File: src/rtl/muldiv_pkg.sv
// Shared constants, op/state encodings and op-class helpers for the multiply/divide unit.
// Optional feature macro used by the sequencer: MULDIV_MADD_EN (MADD/MSUB accumulate).
package muldiv_pkg;

    localparam int MULDIV_WIDTH = 32;
    localparam int MULDIV_ITERS = 32;

    typedef enum logic [2:0] {
        OP_MULT  = 3'b000,
        OP_MULTU = 3'b001,
        OP_DIV   = 3'b010,
        OP_DIVU  = 3'b011,
        OP_MTHI  = 3'b100,
        OP_MTLO  = 3'b101,
        OP_MADD  = 3'b110,
        OP_MSUB  = 3'b111
    } op_e;

    typedef enum logic [1:0] {
        ST_IDLE  = 2'd0,
        ST_CALC  = 2'd1,
        ST_FIXUP = 2'd2
    } state_e;

    function automatic logic op_is_signed(input op_e op);
        return (op == OP_MULT) || (op == OP_DIV) || (op == OP_MADD) || (op == OP_MSUB);
    endfunction

    function automatic logic op_is_div(input op_e op);
        return (op == OP_DIV) || (op == OP_DIVU);
    endfunction

endpackage

File: src/rtl/muldiv_shift_core.sv
// Radix-2 datapath: 64-bit working register doing shift/add multiply or restoring divide
// on unsigned magnitudes, one iteration per asserted step.
module muldiv_shift_core
    import muldiv_pkg::*;
(
    input  logic                      clk,
    input  logic                      rst,
    input  logic                      load,
    input  logic                      step,
    input  logic                      is_div,
    input  logic [MULDIV_WIDTH-1:0]   a_mag,
    input  logic [MULDIV_WIDTH-1:0]   b_mag,
    output logic [2*MULDIV_WIDTH-1:0] result
);

    logic [2*MULDIV_WIDTH-1:0] work;
    logic [2*MULDIV_WIDTH-1:0] work_next;
    logic [MULDIV_WIDTH-1:0]   operand;
    logic                      mode_div;

    logic [MULDIV_WIDTH:0]     mul_sum;
    logic [MULDIV_WIDTH:0]     rem_shift;
    logic [MULDIV_WIDTH+1:0]   trial;

    // Multiply: work = {partial, multiplier}; divide: work = {remainder, dividend/quotient}.
    always_comb begin
        mul_sum   = {1'b0, work[63:32]} + (work[0] ? {1'b0, operand} : 33'd0);
        rem_shift = {work[63:32], work[31]};
        trial     = {1'b0, rem_shift} - {2'b00, operand};
        work_next = work;
        if (mode_div) begin
            if (!trial[MULDIV_WIDTH+1])
                work_next = {trial[31:0], work[30:0], 1'b1};
            else
                work_next = {rem_shift[31:0], work[30:0], 1'b0};
        end else begin
            work_next = {mul_sum, work[31:1]};
        end
    end

    always_ff @(posedge clk or posedge rst) begin
        if (rst) begin
            work     <= '0;
            operand  <= '0;
            mode_div <= 1'b0;
        end else if (load) begin
            mode_div <= is_div;
            operand  <= is_div ? b_mag : a_mag;
            work     <= is_div ? {32'd0, a_mag} : {32'd0, b_mag};
        end else if (step) begin
            work <= work_next;
        end
    end

    assign result = work;

endmodule

File: src/rtl/muldiv_sequencer.sv
// Iterative MIPS multiply/divide controller owning HI/LO; raises Stall while a result is pending.
// Optional MADD/MSUB accumulate enabled by defining MULDIV_MADD_EN.
module muldiv_sequencer
    import muldiv_pkg::*;
(
    input  logic        Clk,
    input  logic        Reset,
    input  logic        Start,
    input  logic [2:0]  Op,
    input  logic [31:0] A,
    input  logic [31:0] B,
    input  logic        ReadHiLo,
    output logic [31:0] Hi,
    output logic [31:0] Lo,
    output logic        Busy,
    output logic        Stall,
    output logic [1:0]  dbg_state
);

    localparam logic [4:0] LAST_ITER = 5'(MULDIV_ITERS - 1);

    state_e      state;
    state_e      state_next;
    logic [4:0]  count;
    op_e         op_in;
    op_e         op_q;
    logic        sign_a;
    logic        sign_b;
    logic        b_zero;
    logic        is_calc_op;
    logic        core_load;
    logic        core_step;
    logic        a_neg;
    logic        b_neg;
    logic [31:0] a_mag;
    logic [31:0] b_mag;
    logic [63:0] core_result;
    logic [63:0] prod_fix;
    logic [31:0] quot_fix;
    logic [31:0] rem_fix;
    logic [31:0] hi_fix;
    logic [31:0] lo_fix;

    assign op_in = op_e'(Op);

    always_comb begin
        is_calc_op = 1'b0;
        case (op_in)
            OP_MULT, OP_MULTU, OP_DIV, OP_DIVU: is_calc_op = 1'b1;
`ifdef MULDIV_MADD_EN
            OP_MADD, OP_MSUB:                   is_calc_op = 1'b1;
`endif
            default:                            is_calc_op = 1'b0;
        endcase
    end

    assign a_neg = op_is_signed(op_in) & A[31];
    assign b_neg = op_is_signed(op_in) & B[31];
    assign a_mag = a_neg ? -A : A;
    assign b_mag = b_neg ? -B : B;

    always_comb begin
        state_next = state;
        core_load  = 1'b0;
        core_step  = 1'b0;
        case (state)
            ST_IDLE: begin
                if (Start && is_calc_op) begin
                    state_next = ST_CALC;
                    core_load  = 1'b1;
                end
            end
            ST_CALC: begin
                core_step = 1'b1;
                if (count == LAST_ITER)
                    state_next = ST_FIXUP;
            end
            ST_FIXUP: state_next = ST_IDLE;
            default:  state_next = ST_IDLE;
        endcase
    end

    always_ff @(posedge Clk or posedge Reset) begin
        if (Reset) begin
            state  <= ST_IDLE;
            count  <= '0;
            op_q   <= OP_MULT;
            sign_a <= 1'b0;
            sign_b <= 1'b0;
            b_zero <= 1'b0;
        end else begin
            state <= state_next;
            if (core_load) begin
                count  <= '0;
                op_q   <= op_in;
                sign_a <= a_neg;
                sign_b <= b_neg;
                b_zero <= (B == 32'd0);
            end else if (state == ST_CALC) begin
                count <= count + 5'd1;
            end
        end
    end

    muldiv_shift_core u_core (
        .clk    (Clk),
        .rst    (Reset),
        .load   (core_load),
        .step   (core_step),
        .is_div (op_is_div(op_in)),
        .a_mag  (a_mag),
        .b_mag  (b_mag),
        .result (core_result)
    );

    // Signs are only latched for signed ops, so unsigned results pass through untouched.
    // A zero divisor forces an all-ones quotient; the remainder then already equals A.
    always_comb begin
        prod_fix = (sign_a ^ sign_b) ? -core_result : core_result;
        quot_fix = (sign_a ^ sign_b) ? -core_result[31:0] : core_result[31:0];
        if (b_zero)
            quot_fix = 32'hFFFF_FFFF;
        rem_fix  = sign_a ? -core_result[63:32] : core_result[63:32];
        hi_fix   = prod_fix[63:32];
        lo_fix   = prod_fix[31:0];
        case (op_q)
            OP_DIV, OP_DIVU: begin
                hi_fix = rem_fix;
                lo_fix = quot_fix;
            end
`ifdef MULDIV_MADD_EN
            OP_MADD: {hi_fix, lo_fix} = {Hi, Lo} + prod_fix;
            OP_MSUB: {hi_fix, lo_fix} = {Hi, Lo} - prod_fix;
`endif
            default: ;
        endcase
    end

    always_ff @(posedge Clk or posedge Reset) begin
        if (Reset) begin
            Hi <= '0;
            Lo <= '0;
        end else if (state == ST_FIXUP) begin
            Hi <= hi_fix;
            Lo <= lo_fix;
        end else if (state == ST_IDLE && Start) begin
            if (op_in == OP_MTHI) Hi <= A;
            if (op_in == OP_MTLO) Lo <= A;
        end
    end

    assign Busy      = (state != ST_IDLE);
    assign Stall     = Busy & (ReadHiLo | Start);
    assign dbg_state = state;

endmodule

File: config.mk
export PLATFORM = sky130hd
export DESIGN_NAME = muldiv_sequencer
export DESIGN_NICKNAME = d
export VERILOG_FILES = /design/src/rtl/muldiv_pkg.sv /design/src/rtl/muldiv_shift_core.sv /design/src/rtl/muldiv_sequencer.sv
export SDC_FILE = /design/constraint.sdc
export NUM_CORES = 1
export LEC_CHECK = 0
export BUFFER_PORTS_ARGS = -buffer_cell sky130_fd_sc_hd__buf_2
export CAP_MARGIN = 30
export CELL_PAD_IN_SITES_DETAIL_PLACEMENT = 0
export CELL_PAD_IN_SITES_GLOBAL_PLACEMENT = 1
export CORE_AREA = 2 2 181 183
export DETAILED_ROUTE_END_ITERATION = 10
export DIE_AREA = 0 0 183 185
export PLACE_DENSITY_LB_ADDON = 0.1
export SLEW_MARGIN = 0
export SYNTH_ARGS = -nofsm -noshare
export SYNTH_HDL_FRONTEND = slang
export SYNTH_HIERARCHICAL = 1
export SYNTH_SLANG_ARGS = --single-unit
File: constraint.sdc
create_clock -name Clk -period 7.2 [get_ports Clk]
set_input_delay 0.72 -clock Clk [delete_from_list [all_inputs] [get_ports Clk]]
set_output_delay 0.72 -clock Clk [all_outputs]
set_load 0.05 [all_outputs]
# --- Word level (Yosys, flattened, before mapping) ---
# Index checks and enable logic that the tools add are counted.
op_classes:
  bitwise_logic: 5
  reduce_logical: 20
  mux: 30
  add_sub_neg: 8
  eq_ne: 14
ops:
  columns: ["operator", "count"]
  rows:
  - ["$mux 32", 16]
  - ["$mux 64", 5]
  - ["$neg 32->32", 4]
  - ["$neg 64->64", 1]
  - ["$sub 33x32->34", 1]
  - ["$add 32x33->33", 1]
  - ["$logic_not 32->1", 1]
  - ["$eq 3x2->1 const B", 4]
  - ["$eq 3x3->1 const B", 4]
  - ["$reduce_bool 2->1", 6]
  - ["$mux 5", 2]
  - ["$reduce_and 2->1", 3]
  - ["$add 5x1->5 const B", 1]
  - ["$eq 5x5->1 const B", 1]
  - ["$logic_or 1x1->1", 4]
  - ["$mux 1", 4]
  - ["$mux 2", 2]
  - ["$ne 2x2->1 const B", 2]
  - ["$pmux 2 s2", 1]
  - ["$reduce_or 4->1", 1]
  - ["$and 1x1->1", 3]
  - ["$eq 3x1->1 const B", 1]
  - ["$logic_not 3->1", 1]
  - ["$eq 2x1->1 const B", 1]
  - ["6 further kinds", 7]
totals:
  ff_bits: 174
  output_inout_bits: 68
  word_cells: 88
  in_bits: 71

# --- Depth between registers and ports, before layout ---
# Gate-level depths: netlist (run 1).
depth:
  ltp_word: 8
  depth_mapped: 14
  ltp_nobuf: 13

# --- Modules after synthesis ---
# The synthesis (run 1) kept the hierarchy.
modules_own_cells:
  columns: ["module", "cells_each", "area_each_um2", "instances"]
  rows:
  - ["muldiv_shift_core", 1100, 8922.3, 1]
  - ["muldiv_sequencer", 869, 6790.3, 1]

# --- Worst setup path before layout (run 1) ---
# No wires, ideal clock.
synth_timing:
  path_kind: "register to register"
  start: "register state[0], in the netlist dbg_state[0]"
  end: "register u_core.work[0], in the netlist u_core/result[0]"
  path_slack_ns: 4.127
  arrival_time_ns: 2.931
  path_stages_with_launch: 10
  synth_period_minus_slack_ns: 3.073
  path_cell_list: "dfrtp_1 > or2_2 > or3b_2 > clkbuf_1 > clkbuf_1 > inv_1 > clkbuf_1 > clkbuf_1 > clkbuf_1 > a22oi_1"
synth_via:
  elab_chain_len: 3
  word_cells_on_any_way: 6
synth_lines:
  columns: ["element", "line", "text"]
  rows:
  - ["start, declared", "muldiv_sequencer.sv:22", "state_e state;"]
  - ["start signal, assigned", "muldiv_sequencer.sv:92", "state <= state_next;"]
  - ["$logic_not 2->1 *", "muldiv_sequencer.sv:66", "case (state)"]
  - ["$mux 1 *", "muldiv_sequencer.sv:66", null]
  - ["via core_load", "muldiv_sequencer.sv:31", "logic core_load;"]
  - ["$mux 64 or $reduce_bool 2->1 (tied branches)", null, null]
  - ["end signal, assigned", "muldiv_shift_core.sv:49", "work <= is_div ? {32'd0, a_mag} : {32'd0, b_mag};"]
  - ["end signal, assigned", "muldiv_shift_core.sv:51", "work <= work_next;"]
  - ["end, declared", "muldiv_shift_core.sv:16", "logic [2*MULDIV_WIDTH-1:0] work;"]
# Mark *: on every way through the listed nets, which the timed path passes. The rest lies on a longest branch.
# A chain may end at the register's enable or synchronous reset.

# --- Worst setup path in the final report (run 1) ---
layout_timing:
  start: "register u_core.work[0], in the netlist u_core/result[0]"
  end: "register u_core.work[63], in the netlist u_core/result[63]"
layout_via:
  elab_chain_len: 5
layout_lines:
  columns: ["element", "line", "text"]
  rows:
  - ["$mux 32", "muldiv_shift_core.sv:27", "mul_sum = {1'b0, work[63:32]} + (work[0] ? {1'b0, operand} : 33'd0);"]
  - ["$add 32x33->33", "muldiv_shift_core.sv:27", null]
  - ["$mux 64", "muldiv_shift_core.sv:31", "if (mode_div) begin"]
  - ["$mux 64", "muldiv_shift_core.sv:50", "end else if (step) begin"]
  - ["$mux 64", "muldiv_shift_core.sv:46", "end else if (load) begin"]
# Every way passes these cells. The select of a mux whose other input is x is not followed.

==> results of run 1 <==
[routing by layer]
layer | vias to the layer above | share of wire | global-route usage
li1 | 7333 | - | -
met1 | 7496 | 0.45 | 0.490
met5 | - | 0.00027 | 0
met4 | 2 | 0.029 | 0.111
met2 | 676 | 0.45 | 0.555
met3 | 94 | 0.067 | 0.0490
[state kept, by name, summed over array words and instances, names as in the netlist, 2 cells and up]
name,count
Hi,32
u_core/result,64
u_core/operand,32
Lo,32
op_q,2
count,5
dbg_state,2
[path summary, 6_finish.rpt]
check / start / endpoint / slack (ps) / cells after the start
setup reg to reg: u_core/result[0] / u_core/result[63] / 3290 / 13
hold reg to reg: count[3] / count[3] / 510 / 1
min in group Clk: count[3] / count[3] / 510 / 1
max in group asynchronous: Reset / u_core/mode_div / 5600 / 3
setup / recovery: u_core/result[0] / u_core/result[63] / 3290 / 13
hold / removal: Reset / sign_b / 300 / 3
[cells in the mapped netlist (all sizes together) (17+ instances only)]
library cell | n | share of area
dfrtp | 173 | 0.28
inv | 70 | 0.017
nor4 | 23 | 0.013
o21ai | 120 | 0.038
nand2 | 188 | 0.045
a31oi | 24 | 0.0096
a32oi | 36 | 0.020
or4 | 17 | 0.0086
or3 | 17 | 0.0071
nor2 | 172 | 0.041
a211oi | 60 | 0.029
o31ai | 23 | 0.011
clkbuf | 81 | 0.019
and2 | 44 | 0.018
buf | 28 | 0.0083
nand3 | 30 | 0.0099
xnor2 | 106 | 0.059
nor3 | 52 | 0.017
mux2i | 119 | 0.076
xor2 | 56 | 0.031
a21oi | 211 | 0.067
a21o | 29 | 0.014
ha | 70 | 0.056
nor2b | 27 | 0.011
nand2b | 20 | 0.0081
[kinds of logic after synthesis]
family                     after synthesis  share of synthesized area
adders and majority gates               72                     0.0583
xor gates and xnor gates               162                     0.0903
AOI/OAI and AO/OA                      605                      0.246
buffers and inverters                  181                     0.0448
and+or+nand+nor                        650                      0.204
DFF                                    173                      0.276
muxes                                  126                     0.0808
[worst max-delay path, stage by stage (launching register included)]
cell                       delay [ps]
sky130_fd_sc_hd__dfrtp_1          990
sky130_fd_sc_hd__and2_1           240
sky130_fd_sc_hd__ha_1             190
sky130_fd_sc_hd__inv_1             70
sky130_fd_sc_hd__fa_1             390
sky130_fd_sc_hd__nand2b_1         200
sky130_fd_sc_hd__a21o_1           180
sky130_fd_sc_hd__and2_1           170
sky130_fd_sc_hd__o21ai_0          470
sky130_fd_sc_hd__a31o_2           310
sky130_fd_sc_hd__a41oi_1          170
sky130_fd_sc_hd__o211ai_1         210
sky130_fd_sc_hd__a22oi_1          100
sky130_fd_sc_hd__a31oi_1          160
[power breakdown]
group / internal (mW) / leakage [nW] / switching [mW]
Clock: 0.509 / 0.282 / 0.423
Combinational: 2.75 / 5.01 / 4.61
Sequential: 1.47 / 2.07 / 0.826
[area by class of cell]
class | instances | area, sq um
fillers | 3125 | 14700
flip-flops and latches | 173 | 4330
multi-input cells | 1615 | 10700
well taps | 408 | 510
clock inverters | 10 | 100
diodes | 1 | 2.50
inverters | 72 | 277
repair buffers | 166 | 981
clock buffers | 22 | 474
[stage by stage]
stage	cells	hold slack [ps]	cell area, sq um
2_1_floorplan	1969	449	15700
3_3_place_gp	2430	470	16700
3_5_place_dp	2433	496	16800
4_1_cts	2465	301	17400
5_1_grt	2466	329	17400
6_report	2467	303	17400
==> results.py, run 1 <==
metrics = {
    "global_routing": {
        "pin_count_of_the_biggest_net_entering_global_routing": 89,
        "antenna_found_initial": 2,
        "global_route.usage.total": 0.349,
        "first_global_vias": 14515,
        "grt_first_pass_wirelength_mm": 89.7,
        "total_congestion_overflow": 0,
    },
    "clocking": {
        "htree_levels": 4,
        "clock_tree.buffer_depth": 2,
        "cts.hold.buffers_added": 0,
        "worst_skew_pair.late_latency_ps": 460,
        "path_clk_slew_ps": 70,
        "cts_tree": "yes",
        "cts_made_buffers": 17,
        "postCtsSetupRepairBufs": 0,
        "cts-resized-gates": 0,
        "cts-root-buf": "sky130_fd_sc_hd__clkbuf_16",
        "clkSinkCount": 173,
    },
    "synthesis": {
        "syn-cell-area_sq_um": 15700,
        "yosysSeqAreaShare": 0.276,
        "yosysWarnings": 6,
        "cell_count_after_synthesis": 1969,
        "synth.avg_cell_area_sq_um": 7.98,
        "synth_net_count": 2112,
        "synth_flop_cell": "sky130_fd_sc_hd__dfrtp_1",
        "synth_enable_flop_cells": 0,
        "ys_async_sr_fraction": 1.00,
        "synth.lib_cells_used.distinct": 80,
        "synth-seq-cells": 173,
    },
    "drt": {
        "drtIter0Drc": 1589,
        "drt_wl_total_mm": 59.2,
        "drt-vias-per-instance": 6.32,
        "drt_pre_antenna_iters": 5,
        "detailroute.via_count": 15601,
        "number_of_drc_violations_after_detailed_routing": 0,
        "remaining_number_of_nets_flagged_by_the_antenna_check_after_routing": 0,
        "routedWlPerCell_um": 24.0,
    },
    "finish": {
        "final_cell_mix": "210 x sky130_fd_sc_hd__a21oi_1, 188 x sky130_fd_sc_hd__nand2_1, 172 x sky130_fd_sc_hd__dfrtp_1, 171 x sky130_fd_sc_hd__nor2_1, 138 x sky130_fd_sc_hd__buf_2",
        "postLayoutCoreUtil": 0.543,
        "layout-drive-gt1-share": 0.119,
        "areaGrowthSynthToFinish_pct": 10.7,
        "design.final.nets": 2188,
        "layout.cells.most_common": "sky130_fd_sc_hd__a21oi_1",
    },
    "power_and_ir_drop": {
        "static-leakage-power_nw": 7.37,
        "post_route_total_power_mw": 10.6,
        "max-vdd-ir-drop_uv": 593,
        "power_per_cell_area_nw_per_um2": 609,
    },
    "die": {
        "design.core.area_sq_um": 32000,
        "die_width_um": 183,
        "placementRows": 66,
        "die_height_um": 185,
        "floorplan.die_area_sq_um": 33900,
        "initial_core_utilization": 0.490,
        "boundaryPins": 139,
    },
    "critical_path": {
        "worstPathArrival_ps": 4280,
        "crit_type": "reg2reg",
        "startpoint_type": "flop",
        "crit_required_ps": 7570,
        "worstPathMaxFanout": 37,
        "crit_path_end_kind": "flop",
    },
    "place": {
        "dp_hpwl_mm": 45.6,
        "io_buffers": 138,
        "post-place-ws_ps": 3270,
        "gpl.final_weighted_congestion": 0.943,
    },
    "status": {
        "outcome": "completed",
    },
    "sta": {
        "minimum_clock_period_ps": 3910,
        "maxClockFrequency_mhz": 256,
        "unrepaired_setup_endpoints_after_global_routing": "false",
        "transition_time_at_the_pin_with_the_least_slew_margin_ps": 991,
        "finalMaxSlewViolations": 0,
        "fin_crit_sh": 0.543,
        "report.final.hold_viol_count": 0,
        "max_slew_margin": 0.339,
        "finalSetupViolCount": 0,
        "fin_tns_setup_ps": 0,
        "clock_skew_ps": 17.6,
        "setup_ws_ps": 3290,
    },
    "job": {
        "cap_viol_max_count": 0,
    },
    "hold_path": {
        "hp-class": "in2async",
    },
}
(Power assumes the default switching activity.)
==> run 2: changes to the inputs <==
--- a/config.mk
+++ b/config.mk
@@ -9,9 +9,9 @@
 export CAP_MARGIN = 30
 export CELL_PAD_IN_SITES_DETAIL_PLACEMENT = 0
 export CELL_PAD_IN_SITES_GLOBAL_PLACEMENT = 1
-export CORE_AREA = 2 2 181 183
+export CORE_AREA = 2 2 188 190
 export DETAILED_ROUTE_END_ITERATION = 10
-export DIE_AREA = 0 0 183 185
+export DIE_AREA = 0 0 190 192
 export PLACE_DENSITY_LB_ADDON = 0.1
 export SLEW_MARGIN = 0
 export SYNTH_ARGS = -nofsm -noshare
==> constraint.sdc (replaced) <==
create_clock -name Clk -period 3.9 [get_ports Clk]
set_input_delay 0.39 -clock Clk [delete_from_list [all_inputs] [get_ports Clk]]
set_output_delay 0.39 -clock Clk [all_outputs]
set_load 0.05 [all_outputs]
==> run 2 against run 1 <==
Flip-flop and latch count unchanged. Wire length increased by 5.0%. Global-route usage shrank 0.94 points. Largest cell class unchanged.
==> results.py, run 2 (synthesis results as in run 1) <==
metrics = {
    "critical_path": {
        "worstPathArrival_ps": 3950,
        "critical-path-slowest-cell": "sky130_fd_sc_hd__dfrtp_1",
        "startpoint_type": "flop",
        "crit_path_end_kind": "flop",
        "worstPathMaxFanout": 49,
        "crit_type": "reg2reg",
        "critical_path.cell_chain": "ha_1 -> a21oi_1 -> nand3b_1 -> nand3b_1 -> a32oi_1 -> buf_4 -> nand3_2 -> a41oi_4 -> buf_12 -> mux2_2 -> a21oi_1 -> nor3_1",
        "worstPathBufferInverterCount": 2,
        "timing.critical_path.slowest_cell_delay_ps": 510,
        "cell_family_with_most_cp_delay": "compound AO/OA/AOI/OAI gates",
        "crit_required_ps": 4250,
    },
    "global_routing": {
        "total_congestion_overflow": 0,
        "first_global_vias": 14701,
        "pin_count_of_the_biggest_net_entering_global_routing": 132,
        "antenna_found_initial": 2,
        "grt_first_pass_wirelength_mm": 92.6,
        "global_route.usage.total": 0.340,
    },
    "finish": {
        "layout-drive-gt1-share": 0.138,
        "layout.cells.non_filler": 2560,
        "final_cell_mix": "210 x sky130_fd_sc_hd__a21oi_1, 188 x sky130_fd_sc_hd__nand2_1, 172 x sky130_fd_sc_hd__dfrtp_1, 171 x sky130_fd_sc_hd__nor2_1, 138 x sky130_fd_sc_hd__buf_2",
        "largest_reg_flops": 64,
        "layout.cells.most_common": "sky130_fd_sc_hd__a21oi_1",
        "design.final.nets": 2234,
        "areaGrowthSynthToFinish_pct": 13.1,
    },
    "clocking": {
        "cts-root-buf": "sky130_fd_sc_hd__clkbuf_16",
        "clock_tree.buffer_depth": 2,
        "path_clk_slew_ps": 80,
        "htree_levels": 4,
        "worst_skew_pair.late_latency_ps": 460,
        "cts_made_buffers": 17,
        "cts_tree": "yes",
        "clkSinkCount": 173,
        "postCtsSetupRepairBufs": 0,
    },
    "sta": {
        "minimum_clock_period_ps": 3600,
        "fin_crit_sh": 0.923,
        "report.final.hold_viol_count": 0,
        "clock_skew_ps": 17.5,
        "worst_hold_slack_ps": 252,
        "fin_tns_setup_ps": 0,
        "max_slew_margin": 0.334,
        "finalMaxSlewViolations": 0,
        "maxClockFrequency_mhz": 278,
        "transition_time_at_the_pin_with_the_least_slew_margin_ps": 997,
        "unrepaired_setup_endpoints_after_global_routing": "false",
        "finalSetupViolCount": 0,
        "setup_ws_ps": 301,
    },
    "die": {
        "initial_core_utilization": 0.458,
        "die_width_um": 190,
        "floorplan.die_area_sq_um": 36500,
        "boundaryPins": 139,
        "die_height_um": 192,
        "design.core.area_sq_um": 34300,
        "placementRows": 68,
    },
    "drt": {
        "number_of_drc_violations_after_detailed_routing": 0,
        "remaining_number_of_nets_flagged_by_the_antenna_check_after_routing": 0,
        "drt_pre_antenna_iters": 5,
        "routedWlPerCell_um": 24.3,
        "drtIter0Drc": 1500,
        "drt-vias-per-instance": 6.25,
        "drt_wl_total_mm": 62.1,
        "detailroute.via_count": 16002,
    },
    "place": {
        "placed_cells": 2526,
        "dp_hpwl_mm": 48.5,
        "post-place-ws_ps": 364,
        "io_buffers": 138,
        "gpl.final_weighted_congestion": 1.00,
    },
    "power_and_ir_drop": {
        "static-leakage-power_nw": 7.56,
        "max-vdd-ir-drop_uv": 890,
        "power_per_cell_area_nw_per_um2": 1120,
    },
    "job": {
        "cap_viol_max_count": 0,
    },
    "hold_path": {
        "hp-class": "in2reg",
    },
    "status": {
        "outcome": "completed",
    },
}
[run 2: cell count changes in the layout (fill, tap and decap cells not counted)]
| cell | change |
|---|---|
| sky130_fd_sc_hd__buf_4 | +45 |
| sky130_fd_sc_hd__inv_6 | -1 |
| sky130_fd_sc_hd__clkinv_4 | +2 |
| sky130_fd_sc_hd__clkbuf_8 | -3 |
| sky130_fd_sc_hd__buf_12 | +3 |
| sky130_fd_sc_hd__dlygate4sd3_1 | +1 |
| sky130_fd_sc_hd__clkinvlp_4 | +4 |
| sky130_fd_sc_hd__clkbuf_1 | -2 |
| sky130_fd_sc_hd__buf_16 | -3 |
[run 2: worst paths after layout]
check	from	slack [ps]	depth (start not counted)	to
min in group asynchronous	Reset	520	3	count[1]
hold reg to reg	count[3]	490	1	count[3]
setup reg to reg	u_core/result[39]	300	12	u_core/result[38]
max in group asynchronous	Reset	2320	4	Lo[29]
setup / recovery	u_core/result[39]	300	12	u_core/result[38]
hold / removal	B[31]	250	2	b_zero
[run 2: what timing repair did]
item | CTS | global route
resized for setup | 0 | 0
hold endpoints to repair | 27 | 0
hold buffers | 1 | 0
[run 2: routing by layer]
| metal | GRT usage | part of all wire |
|---|---|---|
| met1 | 0.483 | 0.45 |
| met2 | 0.507 | 0.43 |
| met3 | 0.0557 | 0.077 |
| met4 | 0.147 | 0.043 |
| met5 | 0 | 0.00016 |
[run 2: final cells by class]
| class | count | area (sq um) |
|---|---|---|
| clock buffer | 17 | 425 |
| sequential | 173 | 4330 |
| multi-input combinational | 1615 | 10700 |
| antenna | 1 | 2.50 |
| inverter | 72 | 277 |
| fill | 3388 | 16500 |
| timing repair buffer | 212 | 1310 |
| clock inverter | 15 | 139 |
| tap | 455 | 569 |
[run 2: where the power goes]
| group | switching, mW | total (mW) | internal [mW] |
|---|---|---|---|
| Combinational | 8.88 | 14.2 | 5.34 |
| Clock | 0.840 | 1.73 | 0.887 |
| Sequential | 1.30 | 4.01 | 2.71 |
[run 2: stage by stage]
step	util	power, mW	cell area [sq um]
detailed placement	0.501	17.9	17200
floorplan	-	13.8	15700
finish	0.518	20.0	17800
global placement	0.500	17.9	17200
global route	0.518	21.4	17800
CTS	0.518	19.7	17800
